### config.mk
export PLATFORM = sky130hd
export DESIGN_NAME = pc_fetch
export DESIGN_NICKNAME = d
export VERILOG_FILES = /design/src/rtl/pc_fetch.sv
export SDC_FILE = /design/constraint.sdc
export NUM_CORES = 1
export LEC_CHECK = 0
export BUFFER_PORTS_ARGS = -buffer_cell sky130_fd_sc_hd__buf_2
export CAP_MARGIN = 20
export CORE_ASPECT_RATIO = 0.9
export CORE_MARGIN = 4
export CORE_UTILIZATION = 38
export CTS_CLUSTER_DIAMETER = 40
export DETAILED_ROUTE_END_ITERATION = 10
export HOLD_SLACK_MARGIN = 0.03
export PLACE_DENSITY_LB_ADDON = 0.2
export SYNTH_ARGS = -nofsm -noshare
export SYNTH_HDL_FRONTEND = slang
export SYNTH_SLANG_ARGS = --single-unit
### constraint.sdc
create_clock -name clk -period 1 [get_ports clk]
set_input_delay 0 -clock clk [delete_from_list [all_inputs] [get_ports clk]]
set_output_delay 0 -clock clk [all_outputs]
set_load 0.01 [all_outputs]
### src/rtl/pc_fetch.sv
// Instruction fetch stage: holds the PC, issues one imem read per PC and holds the fetched word for downstream.
// Latency: FETCH to VALID is one cycle after imem_ack. Best case is one instruction every two cycles.
// Backpressure: VALID holds pc, instr and state until instr_ready. FETCH stalls until imem_ack. Optional check: FETCH_ALIGN_CHECK_EN.
module pc_fetch #(
    parameter logic [31:0] RESET_PC = 32'h0000_3000
) (
    input  logic        clk,
    input  logic        rst,
    input  logic [31:0] npc,
    output logic [31:0] pc,
    output logic        imem_req,
    output logic [31:0] imem_addr,
    input  logic        imem_ack,
    input  logic [31:0] imem_rdata,
    output logic [31:0] instr,
    output logic        instr_valid,
    input  logic        instr_ready,
    output logic        addr_err
);

    typedef enum logic [1:0] {
        IDLE  = 2'd0,
        FETCH = 2'd1,
        VALID = 2'd2,
        ERR   = 2'd3
    } state_t;

`ifdef FETCH_ALIGN_CHECK_EN
    localparam bit ALIGN_CHK = 1'b1;
`else
    localparam bit ALIGN_CHK = 1'b0;
`endif

    state_t      state_q;
    state_t      state_d;
    logic [31:0] pc_d;
    logic [31:0] instr_d;

    // The fetch address is always the architectural PC.
    assign imem_addr = pc;

    // Next-state, next-PC and instruction capture, plus the state-decoded outputs.
    always_comb begin
        state_d     = state_q;
        pc_d        = pc;
        instr_d     = instr;
        imem_req    = 1'b0;
        instr_valid = 1'b0;
        case (state_q)
            IDLE: begin
                // pc still holds RESET_PC here, so this checks the reset vector.
                if (ALIGN_CHK && (pc[1:0] != 2'b00)) begin
                    state_d = ERR;
                end else begin
                    state_d = FETCH;
                end
            end
            FETCH: begin
                imem_req = 1'b1;
                if (imem_ack) begin
                    instr_d = imem_rdata;
                    state_d = VALID;
                end
            end
            VALID: begin
                instr_valid = 1'b1;
                if (instr_ready) begin
                    // The PC comes straight from npc: wrap-around is the next-PC logic's business.
                    pc_d = npc;
                    if (ALIGN_CHK && (npc[1:0] != 2'b00)) begin
                        state_d = ERR;
                    end else begin
                        state_d = FETCH;
                    end
                end
            end
            ERR: begin
                // Parked until reset: no requests, nothing offered downstream.
            end
            default: begin
                state_d = IDLE;
            end
        endcase
    end

    // State, PC and instruction registers. Reset beats any concurrent ack or advance.
    always_ff @(posedge clk) begin
        if (rst) begin
            state_q <= IDLE;
            pc      <= RESET_PC;
            instr   <= 32'h0;
        end else begin
            state_q <= state_d;
            pc      <= pc_d;
            instr   <= instr_d;
        end
    end

`ifdef FETCH_ALIGN_CHECK_EN
    logic set_err;
    assign set_err = (state_d == ERR) && (state_q != ERR);

    // Sticky misaligned-fetch flag. Only reset clears it.
    always_ff @(posedge clk) begin
        if (rst) begin
            addr_err <= 1'b0;
        end else if (set_err) begin
            addr_err <= 1'b1;
        end
    end
`else
    assign addr_err = 1'b0;
`endif

endmodule

==> metrics.yaml, run 1 <==
hold_path:
  min-delay-start: "rst"
  hold_end: "imem_addr[11]"
  hold_depth: 2
  hp-class: "input port to flip-flop"
worst_setup_path:
  end_kind: "flip-flop"
  rr_startpoint: "state_q[1]"
  critPathLaunchType: "flip-flop"
  crit_arrival_ps: 1360
  ff2ff_setup_slack_ps: -90
  crit_slowest_cell: "dfxtp_2"
  cp_cell_sequence: "and3b_2 -> clkbuf_16 -> nand2_1 -> a21oi_1"
  critPathKind: "flip-flop to flip-flop"
  slowest_delay_ps: 350
  worst-endpoint-required_ps: 1260
  r2r-end: "instr[17]"
  r2r_cells: 4
  critical_path_peak_fanout: 12
placed_design:
  dp_hpwl_um: 4730
  dp.cells: 535
  io_buffers: 165
  gp_congestion: 0.697
sta:
  hold_violations: 0
  final_max_slew_viol_count: 0
  fin_setup_tns_ps: -4350
  fin_crit_ps: 1090
  setup_viol: 67
  post-route-period-util: 1.09
  fmax_ghz: 0.915
  setup_ws_ps: -92.8
  fin_worst_skew_ps: 5.45
  rsz0062_at_grt: "true"
pwr:
  peakVddDrop_mv: 0.848
  p_per_area_mw_per_mm2: 1370
  p_leak_nw: 2.07
synthesis:
  synth_top_area_share: 0.508
  seq_area_frac_synth: 0.508
  synthXorXnorAreaFrac: 0
  synth_most_common_cell: "nand2_1"
  synth-edff-count: 0
  ys_types: 18
  ys_async_sr_fraction: 0
  ys_seq_elements: 66
  synthTopCellsByCount: "nand2_1 (125), dfxtp_1 (66), a21oi_1 (63), buf_4 (33), buf_2 (9)"
  muxShareOfSynthArea: 0
  synth_area_sq_mm: 0.00260
  yosys.area.top_type: "dfxtp_1"
  yosys.area_share.adder: 0
  yosys_warnings: 0
  syn_inst: 325
  synth_compound_area_frac: 0.128
  synthTopCellsByArea: "dfxtp_1 (51%), nand2_1 (18%), a21oi_1 (12%), buf_4 (9.5%), buf_6 (3.0%)"
  synth_flop_cell: "dfxtp_1"
  syn_nets: 393
  synth_top_family_by_area: "simple AND/OR/NAND/NOR gates"
  synthSimpleGateAreaFrac: 0.209
  postSynthAreaPerCell_sq_um: 8.00
finish:
  utilization: 0.676
  fin_nets: 596
  fin_cells: 623
  syn2layout_area_growth_pct: 72.2
  diodes: 0
  nFillCells: 538
  post_route_cells_drive_above_1_share: 0.452
die:
  dieArea_sq_mm: 0.00823
  initial_utilization: 0.392
  boundaryPins: 167
  fp.dieH_um: 86.5
  dieWidth_um: 95.2
  rows: 28
  core_area_sq_mm: 0.00662
grt:
  met1_usage: 0.203
  grt_max_degree: 41
  grt_pass1_wl_um: 12300
  gr-usage-all-layers: 0.191
  grt_overflow: 0
  grt_pass1_vias: 2666
  antenna_found_initial: 0
  grt_busiest_layer: "met2"
  grt_use_met2: 0.345
  grt_util_met3: 0.0634
clock_network:
  cts_sinks: 66
  cts_root_buffer: "clkbuf_8"
  cts_tree: "yes"
  cts_made_buffers: 9
  clock_latency_ps: 330
  htreeDepth: 3
  path_clk_slew_ps: 70
  cts_buffer_depth: 2
route:
  vias: 2758
  first_pass_iters: 4
  drt_iter0_drc: 93
  ant_nets: 0
  viasPerCell: 4.43
  route.detailed.drc: 0
  wl_um: 7990
  wl_per_cell_um: 12.8
status:
  run_status: "complete, but fails checks"
  violations: "negative setup slack"
flow_run:
  drv_cap: 0
==> cell families (layout without fill, tap and decap cells) <==
logic type             Yosys count  count (layout)
AO/OA/AOI/OAI                   65              65
buffers and inverters           56             264
flip-flops                      66              66
other                            1               1
AND/OR/NAND/NOR                137             137
==> flip-flops by register name, summed over array words and instances, names as in the netlist <==
signal / flops
imem_addr: 32
instr: 32
state_q: 2
==> layer usage <==
layer | up-vias | part of all wire | routed length, um
met4 | 0 | 0.018 | 146
met5 | - | 0 | 0
li1 | 1408 | - | -
met2 | 101 | 0.52 | 4120
met3 | 12 | 0.076 | 610
met1 | 1237 | 0.39 | 3110
==> worst max path at each step <==
stage | cells past startpoint | slack, ps | to | from
4_1_cts | 5 | -80 | imem_addr[12] | state_q[0]
6_report | 4 | -90 | instr[17] | state_q[1]
5_1_grt | 5 | -160 | imem_addr[12] | state_q[0]
2_1_floorplan | 5 | -0.9 | imem_addr[10] | state_q[0]
3_3_place_gp | 4 | -30 | instr[16] | state_q[1]
3_5_place_dp | 4 | -70 | imem_addr[12] | state_q[0]
==> area by class of cell <==
| type | count | area [sq um] | share of cell area |
|---|---|---|---|
| Clock buffer | 9 | 124 | 0.0277 |
| Clock inverter | 7 | 93.8 | 0.0210 |
| Inverter | 1 | 3.75 | 0.000839 |
| Multi-Input combinational cell | 203 | 1050 | 0.235 |
| Sequential cell | 66 | 1330 | 0.296 |
| Tap cell | 90 | 113 | 0.0252 |
| Timing Repair Buffer | 247 | 1760 | 0.394 |
==> placed cells by master, fill, tap and decap left out, types with 3 or more instances in the layout <==
cell / count
a21oi_2: 17
buf_2: 163
nor3_2: 3
dlygate4sd3_1: 66
buf_6: 6
clkbuf_8: 9
nand2_2: 11
nand2_4: 6
a21oi_1: 46
nand2_1: 108
buf_4: 3
buf_12: 5
dfxtp_1: 64
==> stage by stage <==
| stage | setup WS, ps | hold WS (ps) | instance area (sq um) | total power (W) |
|---|---|---|---|---|
| 2_1_floorplan | -0.872 | 127 | 2610 | 0.00318 |
| 3_3_place_gp | -28.4 | 222 | 3280 | 0.00346 |
| 5_1_grt | -158 | 57.9 | 4470 | 0.00641 |
| 4_1_cts | -75.4 | 41.3 | 4340 | 0.00616 |
| 3_5_place_dp | -69.7 | 228 | 3280 | 0.00346 |
| 6_report | -92.8 | 64.4 | 4470 | 0.00614 |
==> worst max-delay path, delay by kind of cell, from the launching register on <==
family          cells  cell delay, ps
compound gates      1             110
buf+inv             1             190
flops               1             350
simple gates        2             380
==> report_power, final <==
group          leakage, nW  internal (W)  switching (W)  total (W)
Clock                0.105       0.00140        0.00103    0.00243
Sequential           0.537       0.00272      0.0000592    0.00278
Combinational         1.42      0.000518       0.000414   0.000932
==> timing repair <==
action	4_1_cts	5_1_grt
setup endpoints to repair	66	67
endpoints found under the hold margin	66	0
buffers inserted	2	1
pin swaps	16	5
gates resized for setup	34	26
cloned	2	1
hold buffers	66	0
Note: power is estimated with default switching activity, not from simulation.
==> inputs of run 2 (changes only) <==
- ABC_CLOCK_PERIOD_IN_PS: not set -> 1000
- SETUP_SLACK_MARGIN: not set -> 0.05
==> run 2 against run 1 <==
The run still ends with negative setup slack left. Cell count shrank 0.64%. Worst setup slack improved by 11 ps. Die area unchanged. Sequential cell count is the same. Critical endpoint is now imem_addr[29].
==> metrics.yaml, run 2 (synthesis results as in run 1) <==
hold_path:
  min-delay-start: "rst"
  hp-class: "input port to flip-flop"
  hold_end: "instr[7]"
  hold_depth: 2
die:
  dieArea_sq_mm: 0.00823
  dieWidth_um: 95.2
  core_area_sq_mm: 0.00662
  rows: 28
  fp.dieH_um: 86.5
  initial_utilization: 0.392
  boundaryPins: 167
finish:
  post_route_cells_drive_above_1_share: 0.403
  fin_nets: 592
  final_common_cell: "buf_2"
  diodes: 0
  final_cell_mix: "buf_2 (164), nand2_1 (125), dlygate4sd3_1 (66)"
  fin_area_sq_mm: 0.00427
  syn2layout_area_growth_pct: 64.2
sta:
  final_max_slew_viol_count: 0
  setup_viol: 62
  fin_crit_ps: 1080
  hold_slack_ps: 99.6
  rsz0062_at_grt: "true"
  hold_violations: 0
  fin_worst_skew_ps: 5.64
  fmax_ghz: 0.924
  setup_ws_ps: -82.1
  post-route-period-util: 1.08
worst_setup_path:
  end_kind: "flip-flop"
  r2r-end: "imem_addr[29]"
  crit_arrival_ps: 1350
  critPathLaunchType: "flip-flop"
  worst-endpoint-required_ps: 1270
  critical_path_peak_fanout: 32
  rr_startpoint: "state_q[0]"
  critPathKind: "flip-flop to flip-flop"
  r2r_cells: 4
  ff2ff_setup_slack_ps: -80
placed_design:
  dp_hpwl_um: 4790
  gp_congestion: 0.738
  postPlaceCellArea_sq_mm: 0.00329
  io_buffers: 165
clock_network:
  cts_buffer_depth: 2
  cts_tree: "yes"
  path_clk_slew_ps: 70
  clock_latency_ps: 330
  cts_sinks: 66
  cts_root_buffer: "clkbuf_8"
  cts_made_buffers: 9
  htreeDepth: 3
route:
  wl_per_cell_um: 12.6
  wl_um: 7830
  first_pass_iters: 4
  ant_nets: 0
  vias: 2768
  viasPerCell: 4.47
  drt_iter0_drc: 62
  route.detailed.drc: 0
flow_run:
  drv_cap: 0
pwr:
  power_w: 0.00605
  peakVddDrop_mv: 0.920
  p_leak_nw: 2.00
  p_per_area_mw_per_mm2: 1420
grt:
  grt_max_degree: 35
  gr-usage-all-layers: 0.188
  grt_overflow: 0
  antenna_found_initial: 0
  grt_pass1_wl_um: 12100
  grt_pass1_vias: 2681
status:
  run_status: "complete, but fails checks"
  violations: "negative setup slack"
run 2: cell types whose count changed in the layout (fill, tap and decap cells not counted), moves of 4 or more:
cell and delta:
clkbuf_1 +4, nand2_4 -6, nand2_2 -11, nand2_1 +17
run 2: power by group:
group | internal [W] | total (W) | switching, W
Clock | 0.00148 | 0.00241 | 0.000930
Combinational | 0.000471 | 0.000864 | 0.000394
Sequential | 0.00272 | 0.00278 | 0.0000557
run 2: layout make-up:
cell class                      instances  area [sq um]
Clock buffer                           14           153
Clock inverter                          2          60.1
Fill cell                             571          2350
Inverter                                1          3.75
Multi-Input combinational cell        203           967
Sequential cell                        66          1330
Tap cell                               90           113
Timing Repair Buffer                  243          1640
run 2: timing repair:
action                                  in CTS  in global routing
buffers inserted                             0                  1
hold endpoints to repair                    66                  0
hold buffers                                66                  0
resized for setup                            9                 18
endpoints found under the setup margin      67                 67
run 2: critical path: stages, from the launching register on:
cell	delay (ps)
dfxtp_4	350
and3b_2	260
buf_12	180
nand2_1	90
a21oi_2	120
run 2: metal layers:
layer | GRT usage | vias to the layer above | wire, um
met5 | 0 | - | 0
met3 | 0.0686 | 22 | 703
met2 | 0.327 | 116 | 3880
li1 | - | 1395 | -
met4 | 0.0878 | 0 | 206
met1 | 0.202 | 1235 | 3040
run 2: worst max-delay path by stage:
stage          startpoint       endpoint
6_report       state_q[0]  imem_addr[29]
2_1_floorplan  state_q[0]   imem_addr[0]
5_1_grt        state_q[0]  imem_addr[29]
3_5_place_dp   state_q[0]  imem_addr[29]
4_1_cts        state_q[0]    instr_valid
3_3_place_gp   state_q[0]  imem_addr[13]
run 2: per-stage QoR:
step | setup TNS [ps] | setup slack [ps] | utilization | instances
2_1_floorplan | 0 | 6.18 | - | 325
3_3_place_gp | -518 | -29.6 | 0.497 | 536
3_5_place_dp | -2200 | -66.4 | 0.497 | 536
4_1_cts | -2290 | -83.1 | 0.633 | 618
5_1_grt | -6760 | -141 | 0.644 | 619
6_report | -2820 | -82.1 | 0.644 | 619
